[src/rtl/mountaincar_episode_ctrl.sv]
// mountaincar_episode_ctrl: episode sequencer for the mountain-car env; optional WAIT watchdog via MC_WATCHDOG_EN
module mountaincar_episode_ctrl #(
  parameter int POS_WL    = 32,
  parameter int VEL_WL    = 32,
  parameter int ACT_WL    = 2,
  parameter int STEP_WL   = 8,
  parameter int MAX_STEPS = 200
) (
  input  logic               i_clk,
  input  logic               i_rst_n,
  input  logic               i_start,
  input  logic [POS_WL-1:0]  i_init_pos,
  input  logic               i_act_valid,
  input  logic [ACT_WL-1:0]  i_act,
  output logic               o_act_ready,
  output logic               o_cmp_ena,
  output logic [POS_WL-1:0]  o_cmp_pos,
  output logic [VEL_WL-1:0]  o_cmp_vel,
  output logic [ACT_WL-1:0]  o_cmp_act,
  input  logic [POS_WL-1:0]  i_cmp_pos,
  input  logic [VEL_WL-1:0]  i_cmp_vel,
  input  logic               i_cmp_rwd,
  input  logic               i_cmp_done,
  input  logic               i_cmp_valid,
  output logic [POS_WL-1:0]  o_obs_pos,
  output logic [VEL_WL-1:0]  o_obs_vel,
  output logic               o_obs_rwd,
  output logic               o_obs_done,
  output logic               o_obs_trunc,
  output logic               o_obs_valid,
  output logic [STEP_WL-1:0] o_step_cnt,
  output logic               o_err
);
  typedef enum logic [2:0] {IDLE, READY, WAIT, EMIT, DONE} state_t;
  state_t state_q, state_d;
  logic [POS_WL-1:0] pos_q, pos_d;
  logic [VEL_WL-1:0] vel_q, vel_d;
  logic [ACT_WL-1:0] act_q, act_d;
  logic [STEP_WL-1:0] step_q, step_d;
  logic rwd_q, rwd_d, done_q, done_d;
  logic trunc, timeout;
  // The episode registers only change on entry to EMIT, so they double as the held observation.
  assign trunc       = step_q == STEP_WL'(MAX_STEPS) && !done_q;
  assign o_act_ready = state_q == READY;
  assign o_cmp_ena   = state_q == WAIT;
  assign o_obs_valid = state_q == EMIT;
  assign o_cmp_pos   = pos_q;
  assign o_cmp_vel   = vel_q;
  assign o_cmp_act   = act_q;
  assign o_obs_pos   = pos_q;
  assign o_obs_vel   = vel_q;
  assign o_obs_rwd   = rwd_q;
  assign o_obs_done  = done_q;
  assign o_obs_trunc = trunc;
  assign o_step_cnt  = step_q;
`ifdef MC_WATCHDOG_EN
  logic [9:0] wd_q, wd_d;
  logic err_q, err_d;
  assign timeout = state_q == WAIT && !i_cmp_valid && &wd_q;
  assign o_err   = err_q;
  // Count cycles spent in WAIT; expiry raises a sticky error.
  always_comb begin
    wd_d  = state_q == WAIT ? wd_q + 10'd1 : 10'd0;
    err_d = err_q | timeout;
  end
  // Watchdog registers.
  always_ff @(posedge i_clk) begin
    if (!i_rst_n) begin
      wd_q  <= '0;
      err_q <= 1'b0;
    end else begin
      wd_q  <= wd_d;
      err_q <= err_d;
    end
  end
`else
  assign timeout = 1'b0;
  assign o_err   = 1'b0;
`endif
  // Next-state and episode register updates.
  always_comb begin
    state_d = state_q;
    pos_d   = pos_q;
    vel_d   = vel_q;
    act_d   = act_q;
    step_d  = step_q;
    rwd_d   = rwd_q;
    done_d  = done_q;
    case (state_q)
      IDLE, DONE: if (i_start) begin
        pos_d   = i_init_pos;
        vel_d   = '0;
        step_d  = '0;
        rwd_d   = 1'b0;
        done_d  = 1'b0;
        state_d = EMIT;
      end
      READY: if (i_act_valid) begin
        act_d   = i_act == ACT_WL'(3) ? ACT_WL'(1) : i_act;
        state_d = WAIT;
      end
      WAIT: if (timeout) state_d = IDLE;
      else if (i_cmp_valid) begin
        pos_d   = i_cmp_pos;
        vel_d   = i_cmp_vel;
        rwd_d   = i_cmp_rwd;
        done_d  = i_cmp_done;
        step_d  = &step_q ? step_q : step_q + STEP_WL'(1);
        state_d = EMIT;
      end
      EMIT: state_d = done_q || trunc ? DONE : READY;
      default: state_d = IDLE;
    endcase
  end
  // State and episode registers.
  always_ff @(posedge i_clk) begin
    if (!i_rst_n) begin
      state_q <= IDLE;
      pos_q   <= '0;
      vel_q   <= '0;
      act_q   <= '0;
      step_q  <= '0;
      rwd_q   <= 1'b0;
      done_q  <= 1'b0;
    end else begin
      state_q <= state_d;
      pos_q   <= pos_d;
      vel_q   <= vel_d;
      act_q   <= act_d;
      step_q  <= step_d;
      rwd_q   <= rwd_d;
      done_q  <= done_d;
    end
  end
endmodule

[config.mk]
export PLATFORM = sky130hd
export DESIGN_NAME = mountaincar_episode_ctrl
export DESIGN_NICKNAME = d
export VERILOG_FILES = /design/src/rtl/mountaincar_episode_ctrl.sv
export SDC_FILE = /design/constraint.sdc
export NUM_CORES = 1
export LEC_CHECK = 0
export CORE_UTILIZATION = 40
export CTS_CLUSTER_DIAMETER = 50
export DETAILED_ROUTE_END_ITERATION = 16
export PLACE_DENSITY_LB_ADDON = 0.25
export SETUP_SLACK_MARGIN = 0.3
export SLEW_MARGIN = 0
export SYNTH_ARGS = -nofsm -noshare
export SYNTH_HDL_FRONTEND = slang
export SYNTH_SLANG_ARGS = --single-unit
[constraint.sdc]
create_clock -name i_clk -period 3.4 [get_ports i_clk]
set_clock_uncertainty 0.15 [all_clocks]
set_input_delay 0.34 -clock i_clk [delete_from_list [all_inputs] [get_ports i_clk]]
set_output_delay 0.34 -clock i_clk [all_outputs]
set_load 0.02 [all_outputs]
# Word level (Yosys, flattened, before mapping)
# Cells that the tools add are included.
# word_totals
reg_bits,79
in_bits,105
word_cells,50
# classes
add_sub_neg,1
eq_ne,10
n_mux,21
reduce_logical,11
# ops
op,n
32-bit two-way mux,4
32-bit one-hot mux with 2 select lines,2
8-bit two-way mux,3
8-bit one-hot mux with 2 select lines,1
3-bit two-way mux,4
3-bit one-hot mux with 4 select lines,1
8-bit by 1-bit adder with 8-bit output (second input constant),1
8-bit equality test (second input constant),1
8-bit AND reduction,1
3-bit by 2-bit equality test with 1-bit output (second input constant),2
2-bit inequality test (second input constant),3
3-bit AND reduction,2
1-bit one-hot mux with 2 select lines,2
4-bit AND reduction,1
3-bit by 1-bit equality test with 1-bit output (second input constant),1
3-bit equality test (second input constant),1
3-bit zero test,1
1-bit two-way mux,3
2-bit equality test (second input constant),1
2-bit two-way mux,1
2-bit by 1-bit inequality test with 1-bit output (second input constant),1
2-bit AND reduction,1
2-bit nonzero test,1
2-bit OR reduction,1
3 further kinds,3

# Longest topological paths before layout
# Gate-level depths: netlist of the first run.
# logic_depth
word_depth,5
ltp_mapped,8

# Least setup slack after synthesis of the first run
# Ideal clock, no wire load.
# synth_timing
path_type,register to output
startpoint,register step_q[0] (netlist: o_step_cnt[0])
endpoint,output o_obs_trunc
arrival_ps,1310
required_ps,2910
setup_slack_ps,1600
path_stages_with_launch,6
path_cell_list,dfxtp_1 inv_1 ha_1 nor4bb_1 nand4_1 nor2_1
# synth_between
elab_chain_cells,2
# synth_rtl
element,line,source
start: declaration,39,"logic [STEP_WL-1:0] step_q, step_d;"
start signal: assignment,130,step_q <= step_d;
8-bit equality test,43,assign trunc = step_q == STEP_WL'(MAX_STEPS) && !done_q;
1-bit logical AND,43,
end: declaration,29,"output logic o_obs_trunc,"
# Every way passes these cells.

# Worst setup path after layout of the first run
# Ends and elaborated chain as after synthesis.

==> results.toml, run 1 <==
[setup_path]
worstPathArrival_ns = 2.29
path_max_fanout = 7
end_kind = "primary output"
required_ns = 2.91
start_kind = "flip-flop"
path_class = "flip-flop to primary output"
regToRegSetupSlack_ns = 0.90

[synth]
synth_area_leaders = "dfxtp_1 41%, buf_4 13%, nand2_1 10%, a311oi_1 7.2%, a21oi_1 5.4%"
synthXorXnorAreaFrac = 0
synth_nets = 599
synth_cell_type_count = 41
netlist_area_um2 = 3900
yosysTopAreaCell = "dfxtp_1"
async_reset_ff_frac = 0
synthCells = 492
synth_compound_area_frac = 0.154
ys.flop_type = "dfxtp_1"
synth_enable_flop_cells = 0
ys.warnings.count = 0
synthAdderAreaFrac = 0.00642
synth_top_area_frac = 0.406
synthMuxAreaShare = 0.00803
synth_top_family_by_area = "simple AND/OR/NAND/NOR gates"
synth-seq-cells = 79
syn_avg_cell_area_um2 = 7.92
synthSimpleGateAreaFrac = 0.243
yosysSeqAreaShare = 0.406

[grt]
grt_overflow = 0
grt_pass1_vias = 3830
grt_pass1_wl_um = 18200
antenna_found_initial = 0
grt_max_degree = 41
grtUsageTotal = 0.225

[pwr]
pwr-share-seq = 0.389
p_per_area_nw_per_um2 = 451
pwr-share-comb = 0.351
p_clk_frac = 0.259
intPower_mw = 1.82
switching_power_uw = 944
max-vdd-ir-drop_uv = 213
switching_share = 0.342
p_leak_nw = 2.14

[sta]
fin_crit_sh = 0.817
setup_viol = 0
final.min_clock_period_ns = 2.78
setup_tns_ns = 0
whs_ns = 0.312
maxSlewHeadroom = 0.390
hold_violations = 0
max_freq_mhz = 360
drv_slew = 0
rsz0062_at_grt = "false"
tightestPinTransition_ns = 0.914
fin_ws_ns = 0.623

[final_layout]
synthToLayoutAreaGrowth_pct = 57.3
antenna_cells = 0
final-instance-count-excl-fill = 790
fill_cells = 834
final_util = 0.657
final_layout_size_suffix_gt1_frac = 0.0454
fin_nets = 763

[cts]
cts_buffers = 9
cts_max_level = 3
clkTransAtPathRegs_ns = 0.09
cts_setup_buffers = 0
insertion_delay_ns = 0.34
root_buffer = "clkbuf_8"
cts.repair.resized = 0
cts_tree = "done"
cts_buffer_depth = 2
hold_buffers = 0
cts_sinks = 79

[floorplan]
die_y_um = 101
die_area_um2 = 10100
core-area_um2 = 9330
start_util = 0.418
rows = 35
die_w_um = 101
top_level_ports = 250

[routing]
met3_length_um = 947
routedWlPerCell_um = 15.0
wl_met2_um = 5930
drc = 0
vias_per_cell = 5.09
first_pass_iters = 4
drt-initial-drc-count = 192
vias = 4018
ant_nets = 0
routed_wirelength_um = 11800
topRoutingLayerUsed = "met4"
wl_met1_um = 4760

[placement]
globalplace.congestion = 0.804
numPortBuffers = 248
pre_cts_ws_ns = 0.589
placed_cells = 774
dpl.hpwl_um = 8530

[run]
maxCapViolCount = 0

[run_status]
status = "finished clean"

[hold_path]
hp-class = "flip-flop to flip-flop"
## placed cells by master (no fill, tap or decap), types with 2 or more instances in the layout
cell / netlist / layout
buf_4: 67 / 6
nand3b_1: 3 / 3
nand2b_1: 6 / 6
inv_1: 3 / 3
o21ai_0: 4 / 4
clkdlybuf4s50_1: 0 / 248
clkinvlp_4: 0 / 2
a311oi_1: 32 / 32
o311ai_0: 3 / 3
nand3_1: 38 / 38
nor3b_1: 2 / 2
nor3_1: 2 / 2
and2_1: 2 / 2
a41oi_1: 2 / 2
mux2i_1: 2 / 2
and3_1: 2 / 2
a21oi_1: 42 / 42
nand2_1: 105 / 105
nor2_1: 41 / 40
ha_1: 2 / 2
dfxtp_1: 79 / 79
clkbuf_8: 0 / 9
nor4bb_1: 2 / 2
inv_6: 0 / 2
clkinv_2: 1 / 2
## layer usage
metal / vias up / track usage
li1: 1946 / -
met1: 1875 / 0.252
met2: 180 / 0.405
met3: 17 / 0.0596
met4: 0 / 0.0914
met5: - / 0
## stage by stage
| stage | area [um^2] | total power, mW |
|---|---|---|
| after floorplan | 3900 | 1.69 |
| after global placement | 5920 | 2.05 |
| after detailed placement | 5920 | 2.07 |
| after CTS | 6130 | 2.79 |
| after global routing | 6130 | 2.90 |
| final | 6130 | 2.76 |
## synth_stat cells, types with 3 or more instances
| library cell | count |
|---|---|
| a21oi_1 | 42 |
| a311oi_1 | 32 |
| buf_2 | 17 |
| buf_4 | 67 |
| buf_6 | 4 |
| clkbuf_1 | 14 |
| dfxtp_1 | 79 |
| inv_1 | 3 |
| nand2_1 | 105 |
| nand2b_1 | 6 |
| nand3_1 | 38 |
| nand3b_1 | 3 |
| nor2_1 | 41 |
| o21ai_0 | 4 |
| o311ai_0 | 3 |
## power groups by stage
stage / clock [mW] / sequential, mW / combinational [mW]
floorplan: 0 / 1.17 / 0.512
CTS: 0.736 / 1.08 / 0.974
global placement: 0 / 1.09 / 0.954
finish: 0.716 / 1.07 / 0.970
detailed placement: 0 / 1.10 / 0.971
global route: 0.774 / 1.09 / 1.04
## kinds of logic (layout without fill, tap and decap cells)
logic type      after synthesis  count (layout)
flops                        79              79
mux                           3               3
other cells                   1               1
fa+ha+maj                     2               2
simple gates                211             211
compound gates               89              89
buf+inv                     107             276
## flip-flops by register name (all words and copies together), names as in the netlist
name	flops
o_cmp_pos	32
o_cmp_vel	32
o_step_cnt	8
state_q	3
o_cmp_act	2
o_obs_done	1
o_obs_rwd	1
## worst max-delay path: stages, from the launching register on
cell and delay [ns]:
dfxtp_1 0.38, inv_1 0.10, ha_1 0.14, nor4bb_1 0.43, nand4_1 0.15, nor2_1 0.10, clkdlybuf4s50_1 0.64
## worst paths after layout
check / from / cells past startpoint / to
min: o_obs_rwd$_SDFFE_PN0P_ / 2 / o_obs_rwd$_SDFFE_PN0P_
max reg2reg: state_q[1]$_SDFFE_PN0P_ / 5 / o_cmp_pos[3]$_SDFFE_PN0P_
max: o_step_cnt[0]$_SDFFE_PN0P_ / 6 / o_obs_trunc
min reg2reg: o_obs_rwd$_SDFFE_PN0P_ / 2 / o_obs_rwd$_SDFFE_PN0P_
## cell type report
cell class / count / area, um^2 / area share
Clock buffer: 9 / 124 / 0.0202
Sequential cell: 79 / 1580 / 0.258
Clock inverter: 7 / 78.8 / 0.0129
Inverter: 5 / 20.0 / 0.00327
Timing Repair Buffer: 255 / 2550 / 0.416
Tap cell: 129 / 161 / 0.0263
Multi-Input combinational cell: 306 / 1610 / 0.263
Note: power is estimated with default switching activity, not from simulation.
==> run 2: changes to the inputs <==
--- a/config.mk
+++ b/config.mk
@@ -5,7 +5,7 @@
 export SDC_FILE = /design/constraint.sdc
 export NUM_CORES = 1
 export LEC_CHECK = 0
-export CORE_UTILIZATION = 40
+export CORE_UTILIZATION = 33
 export CTS_CLUSTER_DIAMETER = 50
 export DETAILED_ROUTE_END_ITERATION = 16
 export PLACE_DENSITY_LB_ADDON = 0.25
==> constraint.sdc (replaced) <==
create_clock -name i_clk -period 2.3 [get_ports i_clk]
set_clock_uncertainty 0.15 [all_clocks]
set_input_delay 0.23 -clock i_clk [delete_from_list [all_inputs] [get_ports i_clk]]
set_output_delay 0.23 -clock i_clk [all_outputs]
set_load 0.02 [all_outputs]
==> run 2 against run 1 <==
  * Register-to-register slack got worse by 0.52 ns
  * Largest power group unchanged
  * Utilization fell by 9.7 points
  * Clock power is 110% higher
  * Critical path type is now flip-flop to flip-flop
  * Total power increased by 66%
==> results.toml, run 2 (synthesis gave the netlist of run 1 again) <==
[grt]
grt_pass1_wl_um = 19000
grtUsageTotal = 0.189
grt_overflow = 0
grt_max_degree = 52
grt_pass1_vias = 3883
antenna_found_initial = 0

[pwr]
p_clk_frac = 0.331
switching_share = 0.311
pwr-share-seq = 0.344
pwr-share-comb = 0.326
p_leak_nw = 2.29
p_per_area_nw_per_um2 = 715
switching_power_mw = 1.43
max-vdd-ir-drop_uv = 349
intPower_mw = 3.16

[final_layout]
final_util = 0.560
fin_nets = 778
final_common_cell = "clkdlybuf4s50_1"
final_layout_size_suffix_gt1_frac = 0.0741
synthToLayoutAreaGrowth_pct = 64.7
antenna_cells = 0
layout_common_cells = "244 x clkdlybuf4s50_1, 105 x nand2_1, 79 x dfxtp_1"
fill_cells = 1072

[floorplan]
start_util = 0.340
die_y_um = 111
core-area_um2 = 11500
top_level_ports = 250
die_area_um2 = 12200
die_w_um = 111
rows = 39

[routing]
drt-initial-drc-count = 241
drc = 0
routed_wirelength_um = 11900
routedWlPerCell_um = 14.6
vias = 4035
vias_per_cell = 4.93
first_pass_iters = 4
ant_nets = 0

[sta]
final.min_clock_period_ns = 1.92
max_freq_mhz = 522
hold_violations = 0
setup_tns_ns = 0
setup_viol = 0
rsz0062_at_grt = "true"
drv_slew = 0
whs_ns = 0.296
fin_crit_sh = 0.833

[setup_path]
worstSetupPathDepth = 6
worstSetupStartpoint = "o_step_cnt[0]$_SDFFE_PN0P_"
rr_endpoint = "o_step_cnt[3]$_SDFFE_PN0P_"
critical-path-top-delay-family = "simple AND/OR/NAND/NOR gates"
regToRegSetupSlack_ns = 0.38
path_cells = "buf_4, ha_1, and3_2, and4_2, o311ai_1, o31ai_1"
r2r-start = "o_step_cnt[0]$_SDFFE_PN0P_"
r2r_cells = 6
critical_path.endpoint = "o_step_cnt[3]$_SDFFE_PN0P_"
worstPathArrival_ns = 1.97
cp_num_buf_inv = 1
required_ns = 2.35
max_stage_delay_ns = 0.31
end_kind = "flip-flop"
crit_slowest_cell = "dfxtp_1"
path_max_fanout = 6
start_kind = "flip-flop"
path_class = "flip-flop to flip-flop"

[cts]
cts_sinks = 79
cts_tree = "done"
cts_buffer_depth = 2
insertion_delay_ns = 0.33
root_buffer = "clkbuf_16"
cts_max_level = 3
cts_buffers = 9
clkTransAtPathRegs_ns = 0.06
hold_buffers = 0

[placement]
dpl.hpwl_um = 8800
globalplace.congestion = 0.824
numPortBuffers = 248

[hold_path]
hp-class = "flip-flop to flip-flop"

[run]
maxCapViolCount = 0

[run_status]
status = "finished clean"
==> run 2: worst register-to-register path, delay by kind of cell (launching register included) <==
kind	cells	cell delay (ns)
AO/OA/AOI/OAI	2	0.40
adder cells (fa/ha/maj)	1	0.22
AND/OR/NAND/NOR	2	0.55
buffers and inverters	1	0.15
flip-flops	1	0.31
==> run 2: how the worst min path moves through the flow <==
stage                            from                    endpoint  cells past startpoint
2_1_floorplan                i_act[0]   o_cmp_act[0]$_SDFFE_PN0P_                      2
3_3_place_gp   o_obs_rwd$_SDFFE_PN0P_      o_obs_rwd$_SDFFE_PN0P_                      2
4_1_cts        o_obs_rwd$_SDFFE_PN0P_      o_obs_rwd$_SDFFE_PN0P_                      2
3_5_place_dp   o_obs_rwd$_SDFFE_PN0P_      o_obs_rwd$_SDFFE_PN0P_                      2
5_1_grt                 i_cmp_vel[19]  o_cmp_vel[19]$_SDFFE_PN0P_                      3
6_report       o_obs_rwd$_SDFFE_PN0P_      o_obs_rwd$_SDFFE_PN0P_                      2
==> run 2: cell type report <==
class                      count  area (um^2)  share of cell area
timing repair buffer         270         2690               0.418
multi-input combinational    306         1640               0.256
sequential                    79         1580               0.246
clock buffer                  10          229              0.0357
tap                          143          179              0.0279
clock inverter                 5         83.8              0.0131
inverter                       5         20.0             0.00312
==> run 2: power by group through the flow <==
stage	clock network, mW	registers (mW)	logic (mW)
2_1_floorplan	0	1.73	0.757
3_3_place_gp	0	1.60	1.47
3_5_place_dp	0	1.61	1.49
4_1_cts	1.57	1.58	1.49
5_1_grt	1.62	1.60	1.60
6_report	1.52	1.58	1.50
==> run 2: metal layers <==
layer  vias to the layer above  wire, um  GRT usage
met5                         -         0          0
met2                       169      6020      0.335
li1                       1975         -          -
met3                        13       805     0.0569
met4                         0       159     0.0516
met1                      1878      4940      0.219
==> run 2: timing repair <==
item,in CTS,in global routing
endpoints found under the setup margin,4,53
gates resized for setup,5,13
buffers inserted,0,2
pin swaps,0,1
==> run 2: metrics by stage <==
stage	setup slack, ns	power [mW]	area, um^2	std cells
after floorplan	0.502	2.49	3900	492
after global placement	0.241	3.08	6080	801
after detailed placement	0.168	3.10	6080	801
after CTS	0.174	4.64	6390	816
after global routing	0.274	4.81	6420	818
final	0.383	4.59	6420	818
